==> src/rtl/pvr_ol_pkg.sv <==
`default_nettype none
// ============================================================================
//  Module  : pvr_ol_pkg
//  Brief   : Object-list walker state encoding, entry type codes, parameter
//            block word counts and entry classification helper.
//  Rev     : 1.0  initial release
// ============================================================================
package pvr_ol_pkg;

   typedef enum logic [2:0] {
      S_IDLE       = 3'd0,
      S_FETCH      = 3'd1,
      S_DECODE     = 3'd2,
      S_ISSUE      = 3'd3,
      S_WAIT_DRAWN = 3'd4,
      S_NEXT       = 3'd5,
      S_FINISH     = 3'd6
   } ol_state_e;

   // Strips only have bit31 clear; they are normalised to 3'b000 for decode.
   localparam logic [2:0] TYPE_STRIP    = 3'b000;
   localparam logic [2:0] TYPE_TRI_ARR  = 3'b100;
   localparam logic [2:0] TYPE_QUAD_ARR = 3'b101;
   localparam logic [2:0] TYPE_RESERVED = 3'b110;
   localparam logic [2:0] TYPE_LINK     = 3'b111;

   localparam int unsigned HDR_WORDS_BASE   = 3;
   localparam int unsigned HDR_WORDS_SHADOW = 2;
   localparam int unsigned VTX_WORDS_BASE   = 3;
   localparam int unsigned VTX_CNT_TRI      = 3;
   localparam int unsigned VTX_CNT_QUAD     = 4;

   function automatic logic [2:0] entry_type(input logic [31:0] word);
      return word[31] ? word[31:29] : TYPE_STRIP;
   endfunction

endpackage
`default_nettype wire

==> src/rtl/ol_stride_calc.sv <==
`default_nettype none
// ============================================================================
//  Module  : ol_stride_calc
//  Brief   : Byte distance between consecutive primitives of an array entry.
//  Rev     : 1.0  initial release
// ============================================================================
module ol_stride_calc
   import pvr_ol_pkg::*;
(
   input  logic [2:0]  i_skip,
   input  logic        i_shadow,
   input  logic        i_is_quad,
   output logic [11:0] o_stride
);

   logic [11:0] w_hdr_words;
   logic [11:0] w_skip_words;
   logic [11:0] w_vtx_words;
   logic [11:0] w_all_vtx_words;
   logic [11:0] w_total_words;

   assign w_hdr_words  = 12'(HDR_WORDS_BASE) + (i_shadow ? 12'(HDR_WORDS_SHADOW) : 12'd0);
   // skip*(1+shadow) is a plain shift because shadow is a single bit
   assign w_skip_words = i_shadow ? {8'd0, i_skip, 1'b0} : {9'd0, i_skip};
   assign w_vtx_words  = 12'(VTX_WORDS_BASE) + w_skip_words;

   assign w_all_vtx_words = i_is_quad ? 12'(w_vtx_words << 2)
                                      : 12'((w_vtx_words << 1) + w_vtx_words);
   assign w_total_words   = w_hdr_words + w_all_vtx_words;
   assign o_stride        = {w_total_words[9:0], 2'b00};

endmodule
`default_nettype wire

==> src/rtl/ol_walker.sv <==
`default_nettype none
// ============================================================================
//  Module  : ol_walker
//  Brief   : Walks a VRAM object list and hands each primitive to the parser.
//  Rev     : 1.0  initial release
// ============================================================================
module ol_walker
   import pvr_ol_pkg::*;
#(
   parameter int MAX_ENTRIES = 4096,
   parameter int ADDR_W      = 24
)(
   input  logic              i_clock,
   input  logic              i_reset,
   input  logic              i_start,
   input  logic [ADDR_W-1:0] i_ol_base,
   input  logic [ADDR_W-1:0] i_param_base,
   output logic              o_busy,
   output logic              o_done,
   output logic              o_overrun,
   output logic              o_vram_rd,
   output logic [ADDR_W-1:0] o_vram_addr,
   input  logic              i_vram_ack,
   input  logic [31:0]       i_vram_din,
   output logic [31:0]       o_opb_word,
   output logic [ADDR_W-1:0] o_poly_addr,
   output logic              o_render_poly,
   input  logic              i_poly_drawn
);

   localparam int CNT_W = $clog2(MAX_ENTRIES + 1);

   ol_state_e         r_state;
   ol_state_e         w_next_state;
   logic [ADDR_W-1:0] r_ol_ptr;
   logic [CNT_W-1:0]  r_entry_cnt;
   logic [3:0]        r_prim_cnt;
   logic [31:0]       r_opb_word;
   logic [ADDR_W-1:0] r_poly_addr;
   logic              r_overrun;

   logic [2:0]        w_type;
   logic              w_is_array;
   logic              w_strip_empty;
   logic              w_link_end;
   logic              w_cnt_last;
   logic              w_more_prims;
   logic [ADDR_W-1:0] w_poly_base;
   logic [ADDR_W-1:0] w_link_target;
   logic [11:0]       w_stride;

   assign w_type        = entry_type(r_opb_word);
   assign w_is_array    = (w_type == TYPE_TRI_ARR) || (w_type == TYPE_QUAD_ARR);
   assign w_strip_empty = (r_opb_word[30:25] == 6'd0);
   assign w_link_end    = r_opb_word[28];
   assign w_cnt_last    = (r_entry_cnt + CNT_W'(1)) == CNT_W'(MAX_ENTRIES);
   assign w_more_prims  = w_is_array && (r_prim_cnt < r_opb_word[28:25]);
   assign w_poly_base   = i_param_base + ADDR_W'({r_opb_word[20:0], 2'b00});
   assign w_link_target = ADDR_W'({r_opb_word[23:2], 2'b00});

   ol_stride_calc u_stride (
      .i_skip    (r_opb_word[23:21]),
      .i_shadow  (r_opb_word[24]),
      .i_is_quad (w_type == TYPE_QUAD_ARR),
      .o_stride  (w_stride)
   );

   always_ff @(posedge i_clock) begin
      if (i_reset) r_state <= S_IDLE;
      else         r_state <= w_next_state;
   end

   always_comb begin
      w_next_state = r_state;
      case (r_state)
         S_IDLE:   if (i_start) w_next_state = S_FETCH;
         S_FETCH:  if (i_vram_ack) w_next_state = S_DECODE;
         S_DECODE: begin
            case (w_type)
               TYPE_LINK:     w_next_state = (w_link_end || w_cnt_last) ? S_FINISH : S_FETCH;
               TYPE_TRI_ARR,
               TYPE_QUAD_ARR: w_next_state = S_ISSUE;
               TYPE_RESERVED: w_next_state = S_NEXT;
               default:       w_next_state = w_strip_empty ? S_NEXT : S_ISSUE;
            endcase
         end
         S_ISSUE:      w_next_state = S_WAIT_DRAWN;
         S_WAIT_DRAWN: if (i_poly_drawn) w_next_state = w_more_prims ? S_ISSUE : S_NEXT;
         S_NEXT:       w_next_state = w_cnt_last ? S_FINISH : S_FETCH;
         S_FINISH:     w_next_state = S_IDLE;
         default:      w_next_state = S_IDLE;
      endcase
   end

   always_ff @(posedge i_clock) begin
      if (i_reset) begin
         r_ol_ptr    <= '0;
         r_entry_cnt <= '0;
         r_prim_cnt  <= '0;
         r_opb_word  <= '0;
         r_poly_addr <= '0;
         r_overrun   <= 1'b0;
      end else begin
         case (r_state)
            S_IDLE: if (i_start) begin
               r_ol_ptr    <= i_ol_base;
               r_entry_cnt <= '0;
               r_overrun   <= 1'b0;
            end
            S_FETCH: if (i_vram_ack) r_opb_word <= i_vram_din;
            S_DECODE: begin
               if (w_type == TYPE_LINK) begin
                  if (!w_link_end) begin
                     if (w_cnt_last) begin
                        r_overrun <= 1'b1;
                     end else begin
                        r_ol_ptr    <= w_link_target;
                        r_entry_cnt <= r_entry_cnt + CNT_W'(1);
                     end
                  end
               end else if (w_is_array || (w_type == TYPE_STRIP && !w_strip_empty)) begin
                  r_prim_cnt  <= '0;
                  r_poly_addr <= w_poly_base;
               end
            end
            S_WAIT_DRAWN: if (i_poly_drawn && w_more_prims) begin
               r_prim_cnt  <= r_prim_cnt + 4'd1;
               r_poly_addr <= r_poly_addr + ADDR_W'(w_stride);
            end
            S_NEXT: begin
               if (w_cnt_last) begin
                  r_overrun <= 1'b1;
               end else begin
                  r_ol_ptr    <= r_ol_ptr + ADDR_W'(4);
                  r_entry_cnt <= r_entry_cnt + CNT_W'(1);
               end
            end
            default: ;
         endcase
      end
   end

   // busy drops in the FINISH cycle so it falls together with the done pulse
   always_comb begin
      o_busy        = (r_state != S_IDLE) && (r_state != S_FINISH);
      o_done        = (r_state == S_FINISH);
      o_vram_rd     = (r_state == S_FETCH);
      o_render_poly = (r_state == S_ISSUE);
   end

   assign o_vram_addr = r_ol_ptr;
   assign o_opb_word  = r_opb_word;
   assign o_poly_addr = r_poly_addr;
   assign o_overrun   = r_overrun;

endmodule
`default_nettype wire

==> config.mk <==
export PLATFORM = sky130hd
export DESIGN_NAME = ol_walker
export DESIGN_NICKNAME = d
export VERILOG_FILES = /design/src/rtl/pvr_ol_pkg.sv /design/src/rtl/ol_stride_calc.sv /design/src/rtl/ol_walker.sv
export SDC_FILE = /design/constraint.sdc
export NUM_CORES = 1
export LEC_CHECK = 0
export CAP_MARGIN = 40
export CORE_ASPECT_RATIO = 0.5
export CORE_UTILIZATION = 56
export CTS_BUF_LIST = sky130_fd_sc_hd__clkbuf_4
export CTS_CLUSTER_SIZE = 20
export DETAILED_ROUTE_END_ITERATION = 6
export PLACE_DENSITY = 0.89
export REMOVE_ABC_BUFFERS = 1
export SLEW_MARGIN = 0
export SYNTH_ARGS = -nofsm -noshare
export SYNTH_HDL_FRONTEND = slang
export SYNTH_SLANG_ARGS = --single-unit
==> constraint.sdc <==
create_clock -name i_clock -period 10 [get_ports i_clock]
set_input_delay 1 -clock i_clock [delete_from_list [all_inputs] [get_ports i_clock]]
set_output_delay 1 -clock i_clock [all_outputs]
set_load 0.01 [all_outputs]
==> summary.md <==
| Metric | Value |
|---|---|
| Die Wd | 162 um |
| Post-synthesis simple-gate area fraction | 25.1% |
| Min cycle time layout | 5.39 ns |
| Drt wl/cell | 18.2 um |
| Count of different cell masters after synthesis | 77 |
| Critical setup path kind | reg -> reg |
| Clk buf depth | 2 |
| Skew final | 0.0167 ns |
| Delay of the slowest critical-path stage | 0.74 ns |
| # Max-Cap Violations | 0 |
| Flop-to-flop setup slack | 4.61 ns |
| First-pass GRT wire length | 35500 um |
| Final critical-path share of the clock period | 53.9% |
| Fillcell total | 943 |
| Startpoint Class | register |
| Via count | 7948 |
| Post-synth ARST share | 0% |
| DIE AREA | 0.0132 sq mm |
| Most common cell after layout, fill and taps aside | clkdlybuf4s50_1 |
| DR vias/cell | 6.32 |
| Max Slew Vio Count | 0 |
| Worst Setup End Kind | register |
| Commonest non-fill, non-tap cells in the layout | 168 x clkdlybuf4s50_1, 131 x nand2_1, 102 x a21oi_1 |
| Psw | 0.425 mW |
| Max VDD drop | 72.1 uV |
| Initial cell density of the core | 59.0% |
| Crit-path leading delay family | adder cells |
| Site Rows | 28 |
| Data required, critical path | 10.40 ns |
| GR Util All Layers | 34.0% |
| Core Footprint | 0.0121 sq mm |
| Cells after Synth | 950 |
| Root buf cell | clkbuf_4 |
| Comb power frac | 37.6% |
| Post-CTS Setup Inserts | 0 |
| Avg Inst Size Synth | 7.50 sq um |
| Clock share of power | 19.3% |
| Largest family of logic cells by synthesized area | compound AO/OA/AOI/OAI gates |
| Mux contribution to synthesized area | 0.860% |
| Number of buffers added on ports | 169 |
| Initial drt markers | 918 |
| Reg clk slew, reported paths | 0.18 ns |
| Status | finished, final reports clean |
| Final setup viols | 0 |
| Highest Clock Rate | 185 MHz |
| Synth warnings | 0 |
| Maximum fanout along the worst path | 9 |
| CP Data Arrival Time | 5.80 ns |
| CP max-delay cell | nor3_1 |
| DRT Pass-1 Iters | 6 |
| Main flop type after synthesis | dfxtp_1 |
| CTS Buf Count | 9 |
| H-tree Lvls | 3 |
| Post-synthesis sequential area ratio | 28.4% |
| Area occupied by multi-input gates | 0.00471 sq mm |
| EDFF count, synth | 0 |
| Sw frac | 38.0% |
| Internal Pwr Total | 0.692 mW |
| Synthesized area | 0.00713 sq mm |
| Setup_tns | 0 ns |
| Inserted Diodes | 0 |
| Reg area | 0.00202 sq mm |
| Worst slew pin tran | 0.950 ns |
| Final nets | 1219 |
| Number of hold buffers added after CTS | 0 |
| Hold Crit Class | reg -> reg |
| Largest net degree at the start of global routing | 61 |
| Clock Sinks | 101 |
| Post_cts resized | 0 |
| DRC Markers | 0 |
| Compound-Gate Fraction of Synth Area | 27.6% |
| # IOs | 170 |
| Post-DRT Antenna Nets | 0 |
| DP HPWL | 17300 um |
| Vias in the first global route | 7174 |
| Final hold vios | 0 |
| Worst path cell trace | mux2i_1 > ha_1 > xnor2_1 > fa_1 > nand2_1 > o21ai_0 > fa_1 > nor2_1 > nand2_1 > xnor2_1 > ha_1 > o21ai_0 > a21oi_1 > a31oi_1 > nor3_1 > a311oi_1 > a311o_1 > nor3_1 |
| LEAKAGE | 3.38 nW |
| Synth-to-Final Area Change | 27.1% |
| End-of-flow core utilization | 74.9% |
| CTS tree | done |
| Clock Latency Late Sink | 0.48 ns |
| GPL Wtd Cong | 0.932 |
| Layout cells sized above 1 | 5.22% |
| CP bufs+invs | 0 |
| Adder-cell share of the synthesized area | 8.67% |
| Xor/xnor share of the synthesized area | 3.81% |
| RSZ-0062 raised after global routing | no |
| Gr ovfl total | 0 |
| FF+latch count, synth | 101 |
| Die H | 81.8 um |
| Sequential group share of total power | 43.0% |
| Rel. slew slack | 36.2% |
| Drt total wl | 22800 um |
| Initial antenna violation count | 0 |
| PwrDens | 123 mW/mm^2 |
[worst paths after layout]
kind,startpoint,to,cells past startpoint
max reg2reg,o_opb_word[21]$_SDFFE_PP0P_,o_poly_addr[23]$_SDFFE_PP0P_,18
min reg2reg,o_poly_addr[1]$_SDFFE_PP0P_,o_poly_addr[1]$_SDFFE_PP0P_,2
min,o_poly_addr[1]$_SDFFE_PP0P_,o_poly_addr[1]$_SDFFE_PP0P_,2
max,o_opb_word[21]$_SDFFE_PP0P_,o_poly_addr[23]$_SDFFE_PP0P_,18
[cell usage after synthesis, types with 5 or more instances]
library cell	instances	area, sq um
nor3_1	30	150
nand3b_1	5	37.5
a311oi_1	7	61.3
nor2_1	83	312
a221oi_1	8	70.1
a22oi_1	12	90.1
xor2_1	12	105
a21o_1	11	82.6
nor2b_1	7	43.8
nand2_1	131	492
or2_2	7	43.8
buf_6	7	78.8
nand2b_1	14	87.6
dfxtp_1	101	2020
o211a_1	5	50.1
ha_1	43	538
clkbuf_1	39	146
xnor2_1	19	166
a21oi_1	102	510
nand4_1	12	75.1
a222oi_1	5	50.1
o21ai_0	49	245
and2_1	6	37.5
a211oi_1	17	128
nor4_1	13	81.3
o21a_1	9	67.6
nand3_1	33	165
mux2i_1	5	50.1
and3_1	14	87.6
o22ai_1	5	31.3
inv_1	32	120
or3_1	10	62.6
a31oi_1	14	87.6
[worst reg2reg max path, stage by stage, from the launching register on]
cell and delay (ns):
dfxtp_1 0.54, mux2i_1 0.17, ha_1 0.28, xnor2_1 0.33
fa_1 0.47, nand2_1 0.06, o21ai_0 0.19, fa_1 0.51
nor2_1 0.15, nand2_1 0.08, xnor2_1 0.15, ha_1 0.32
o21ai_0 0.15, a21oi_1 0.26, a31oi_1 0.17, nor3_1 0.74
a311oi_1 0.20, a311o_1 0.35, nor3_1 0.19
[per-stage QoR]
stage | power (mW) | hold WS [ns] | area (sq um) | cells | setup slack [ns]
finish | 1.12 | 0.477 | 9050 | 1257 | 4.61
global route | 1.18 | 0.510 | 9050 | 1257 | 4.10
CTS | 1.11 | 0.475 | 9050 | 1257 | 4.66
detailed placement | 0.899 | 0.455 | 8930 | 1241 | 4.73
global placement | 0.872 | 0.441 | 8800 | 1235 | 5.01
floorplan | 0.713 | 0.459 | 6850 | 894 | 5.36
[routing by layer]
metal	up-vias	track usage (%)	part of all wire (%)
met2	379	55.2	45
met4	0	12.8	2.7
li1	3755	-	-
met1	3757	44.8	43
met5	-	0	0
met3	57	7.42	8.6
[logic make-up (layout without fill, tap and decap cells)]
| logic type | Yosys count | count (layout) |
|---|---|---|
| AOI/OAI and AO/OA | 300 | 300 |
| xor gates and xnor gates | 31 | 31 |
| adders and majority gates | 47 | 47 |
| buffers and inverters | 88 | 230 |
| DFF | 101 | 101 |
| muxes | 6 | 6 |
| and+or+nand+nor | 377 | 377 |
[power by group through the flow]
stage,logic [mW],clock network (mW),registers (mW)
4_1_cts,0.415,0.219,0.479
2_1_floorplan,0.226,0,0.487
5_1_grt,0.458,0.235,0.485
3_3_place_gp,0.387,0,0.485
6_report,0.420,0.216,0.481
3_5_place_dp,0.412,0,0.487
[sequential cells by signal (all words and copies together), names as in the netlist]
name	flops
o_poly_addr	24
r_prim_cnt	4
r_entry_cnt	13
o_overrun	1
o_vram_addr	24
r_state	3
o_opb_word	32
[final cells by class]
type | instances | share of cell area (%)
multi-input cells | 761 | 52.0
flip-flops and latches | 101 | 22.3
well taps | 165 | 2.28
inverters | 32 | 1.33
repair buffers | 182 | 20.6
clock inverters | 6 | 0.580
clock buffers | 10 | 0.829
Power figures use the tool's default switching activity.
